## src/rtl/seq_detector_param.sv

```systemverilog
// Parametrised Moore serial-pattern detector with runtime overlap mode,
// input qualifier and saturating match counter.
module seq_detector_param #(
  parameter int LEN = 5,
  parameter logic [LEN-1:0] PATTERN = 5'b11011,
  parameter int CNT_W = 8,
  localparam int SW = $clog2(LEN + 1)
) (
  input  logic             clk,
  input  logic             reset,
  input  logic             x,
  input  logic             in_valid,
  input  logic             overlap,
  output logic             out,
  output logic [CNT_W-1:0] match_count,
  output logic [SW-1:0]    present,
  output logic [SW-1:0]    next
);

  localparam logic [SW-1:0]    FULL = SW'(LEN);
  localparam logic [CNT_W-1:0] CMAX = '1;
  localparam logic [LEN:0]     PW   = {1'b0, PATTERN};
  localparam logic [LEN:0]     ONES = '1;

  logic [LEN:0] w;

  // w = matched prefix with the new bit appended, right-aligned;
  // pick the longest pattern prefix that is a suffix of w.
  always_comb begin
    next = present;
    w    = '0;
    if (in_valid) begin
      if (present == FULL && !overlap) begin
        next = (x == PATTERN[LEN-1]) ? SW'(1) : '0;
      end else begin
        w    = ((PW >> (LEN - int'(present))) << 1)
             | {{LEN{1'b0}}, x};
        next = '0;
        for (int k = 1; k <= LEN; k++) begin
          if (k <= int'(present) + 1 &&
              (w & (ONES >> (LEN + 1 - k))) ==
              (PW >> (LEN - k)))
            next = SW'(k);
        end
      end
    end
  end

  always_ff @(posedge clk) begin
    if (reset) begin
      present     <= '0;
      match_count <= '0;
    end else begin
      present <= next;
      if (in_valid && next == FULL &&
          match_count != CMAX)
        match_count <= match_count + CNT_W'(1);
    end
  end

  assign out = (present == FULL);

endmodule
```

## config.mk

```make
export PLATFORM = sky130hd
export DESIGN_NAME = seq_detector_param
export DESIGN_NICKNAME = d
export VERILOG_FILES = /design/src/rtl/seq_detector_param.sv
export SDC_FILE = /design/constraint.sdc
export NUM_CORES = 1
export LEC_CHECK = 0
export ABC_AREA = 0
export CAP_MARGIN = 20
export CORE_ASPECT_RATIO = 1.2
export CORE_MARGIN = 5
export CORE_UTILIZATION = 51
export CTS_BUF_LIST = sky130_fd_sc_hd__clkbuf_8
export DETAILED_ROUTE_END_ITERATION = 16
export PLACE_DENSITY = 0.81
export SYNTH_ARGS = -nofsm -noshare
export SYNTH_HDL_FRONTEND = slang
export SYNTH_SLANG_ARGS = --single-unit
```

## constraint.sdc

```tcl
create_clock -name clk -period 3 [get_ports clk]
set_clock_uncertainty 0.15 [all_clocks]
set_input_delay 0.3 -clock clk [delete_from_list [all_inputs] [get_ports clk]]
set_output_delay 0.3 -clock clk [all_outputs]
set_load 0.02 [all_outputs]
```

==> impl_metrics.json <==
{
  "final_common_cell": "clkdlybuf4s50_1",
  "regArea_um2": 220,
  "route.vias.total": 906,
  "grt_pass1_vias": 853,
  "cts_tree": "done",
  "startpoint_type": "register",
  "path_clk_slew_ns": 0.05,
  "multiInputGateArea_um2": 621,
  "setup_slack_ns": 0.218,
  "antenna_found_initial": 0,
  "fin_crit_ns": 2.78,
  "synthFlopType": "dfxtp_1",
  "first_iter_violations": 8,
  "max_stage_delay_ns": 0.36,
  "drive_gt1_share_pct": 15.0,
  "worstSetupPathType": "reg2out",
  "routedWlPerCell_um": 14.7,
  "cts_root_buffer": "clkbuf_8",
  "crit_required_ns": 2.55,
  "grt_usage_pct": 19.7,
  "synthesis.nets": 118,
  "top_level_ports": 20,
  "ys_top_cells_by_area": "dfxtp_1 (26%), ha_1 (12%), o21ai_0 (5.2%)",
  "cts.sinks": 11,
  "die_y_um": 55.0,
  "yosys_register_bits": 11,
  "clk_latency_ns": 0.23,
  "syn-instance-count": 105,
  "yosysTopAreaCellShare_pct": 25.6,
  "slew_viol_final": 0,
  "dieArea_um2": 2610,
  "grt_pass1_wl_um": 3640,
  "synth.distinct_cells": 38,
  "end_kind": "primary output",
  "chipWidth_um": 47.5,
  "worstMarginPinSlew_ns": 0.430,
  "status": "finished, final reports clean",
  "syn_area_per_cell_um2": 8.19,
  "dp_hpwl_um": 1700,
  "synth_edf_count": 0,
  "synth_area_um2": 860,
  "numCtsBuffers": 3,
  "cp_top_family": "compound AO/OA/AOI/OAI gates",
  "path_buf_inv": 2,
  "core_area_um2": 1620,
  "worstPathArrival_ns": 2.33,
  "post-place-ws_ns": 0.0848,
  "rsz0062_at_grt": "no",
  "drc": 0,
  "nets": 147,
  "drtPass1Iterations": 4,
  "cap_violations": 0,
  "ys_warn_count": 0,
  "whs_ns": 0.341,
  "power.total_uw": 331,
  "rows": 16,
  "fin_tns_setup_ns": 0,
  "slew_headroom_pct": 71.3,
  "fmax_mhz": 360,
  "post-synth-top-area-cell": "dfxtp_1",
  "leakage_nw": 0.467,
  "peakVddDrop_v": 0.000306,
  "ant_nets": 0,
  "fin_crit_sh_pct": 92.7,
  "powerDensity_nw_per_um2": 280,
  "gp_congestion": 1.01,
  "cp_max_fo": 5,
  "io_buffers": 19,
  "async_reset_ff_share_pct": 0,
  "setup_viol": 0,
  "wl_um": 2220,
  "crit_slowest_cell": "dlygate4sd2_1",
  "hold_viol_final": 0,
  "grt_max_degree": 16,
  "initial_core_util_pct": 53.0,
  "fillers": 146,
  "clock_path_buffers": 2,
  "hp-class": "reg2reg",
  "syn2layout_area_growth_pct": 37.4,
  "ys_seq_area_share_pct": 25.6,
  "cts_max_level": 1,
  "overflow": 0,
  "viasPerCell": 6.00,
  "final_cell_mix": "clkdlybuf4s50_1 (16), dfxtp_1 (11), o21ai_0 (9)",
  "crit_chain": "inv_1, ha_1, nor2b_1, o2111ai_2, o31ai_1, a21oi_2, o22ai_1, dlygate4sd2_1",
  "n_antenna_cell": 0
}
-- sequential cells by signal, summed over array words and instances, names as in the netlist --
register     flops
match_count      8
present          3
-- cells by family after synthesis --
kind of cell,share of synthesized area [%]
adders and majority gates,11.6
muxes,1.31
and+or+nand+nor,31.1
buffers and inverters,3.78
DFF,25.6
AOI/OAI and AO/OA,24.5
xor gates and xnor gates,2.04
-- final timing paths --
check | start | to | slack [ns] | depth (start not counted)
max | present[1] | next[0] | 0.22 | 8
max reg2reg | present[1] | match_count[6] | 0.25 | 9
min reg2reg | match_count[6] | match_count[6] | 0.34 | 2
min | match_count[6] | match_count[6] | 0.34 | 2
-- stage by stage --
stage | instance area, um^2 | cells | utilization, %
detailed placement | 1120 | 147 | 69.0
global route | 1180 | 151 | 72.8
global placement | 1120 | 147 | 69.0
floorplan | 860 | 105 | -
CTS | 1170 | 151 | 72.1
finish | 1180 | 151 | 72.8
-- metal layers --
| layer | part of all wire [%] | GRT usage [%] | vias up |
|---|---|---|---|
| met2 | 50 | 33.5 | 33 |
| met1 | 42 | 22.5 | 420 |
| li1 | - | - | 447 |
| met5 | 0 | 0 | - |
| met4 | 1.9 | 9.68 | 0 |
| met3 | 5.3 | 4.53 | 6 |
-- synth_stat cells (2+ instances only) --
master	n
or3_1	3
o22ai_1	2
and2_1	2
buf_2	2
o21ai_0	9
inv_1	5
nor2b_1	5
or4_1	2
nor2_1	6
or3b_1	2
nand3_1	5
nand2_1	4
nand2b_1	2
nand4_1	2
ha_1	8
o31ai_1	4
and3_1	3
dfxtp_1	11
nand3b_1	2
a21oi_1	8
-- power breakdown --
group          switching [mW]  internal [mW]
clock                  0.0520         0.0895
sequential            0.00106          0.147
combinational          0.0238         0.0176
total                  0.0769          0.254
-- final cells by class --
class | instances | share of cell area [%]
multi-input cells | 86 | 52.5
flip-flops and latches | 11 | 18.6
clock buffers | 3 | 3.50
inverters | 5 | 1.59
well taps | 18 | 1.91
repair buffers | 27 | 21.5
clock inverters | 1 | 0.318
-- timing repair --
action | in CTS | in global routing
setup endpoints to repair | 3 | 2
hold buffers | 0 | 0
pin swaps | 0 | 0
setup buffers | 0 | 0
resized for setup | 3 | 3
cloned | 0 | 0
-- worst reg2reg max path, cell delays in order, from the launching register on --
cell,delay [ns]
dfxtp_1,0.33
inv_1,0.10
ha_1,0.34
nor2b_1,0.22
o2111ai_2,0.20
o31ai_1,0.34
a21oi_2,0.06
buf_4,0.19
or4_4,0.52
a221oi_2,0.21
No activity file was read; power rests on OpenSTA's default activity.
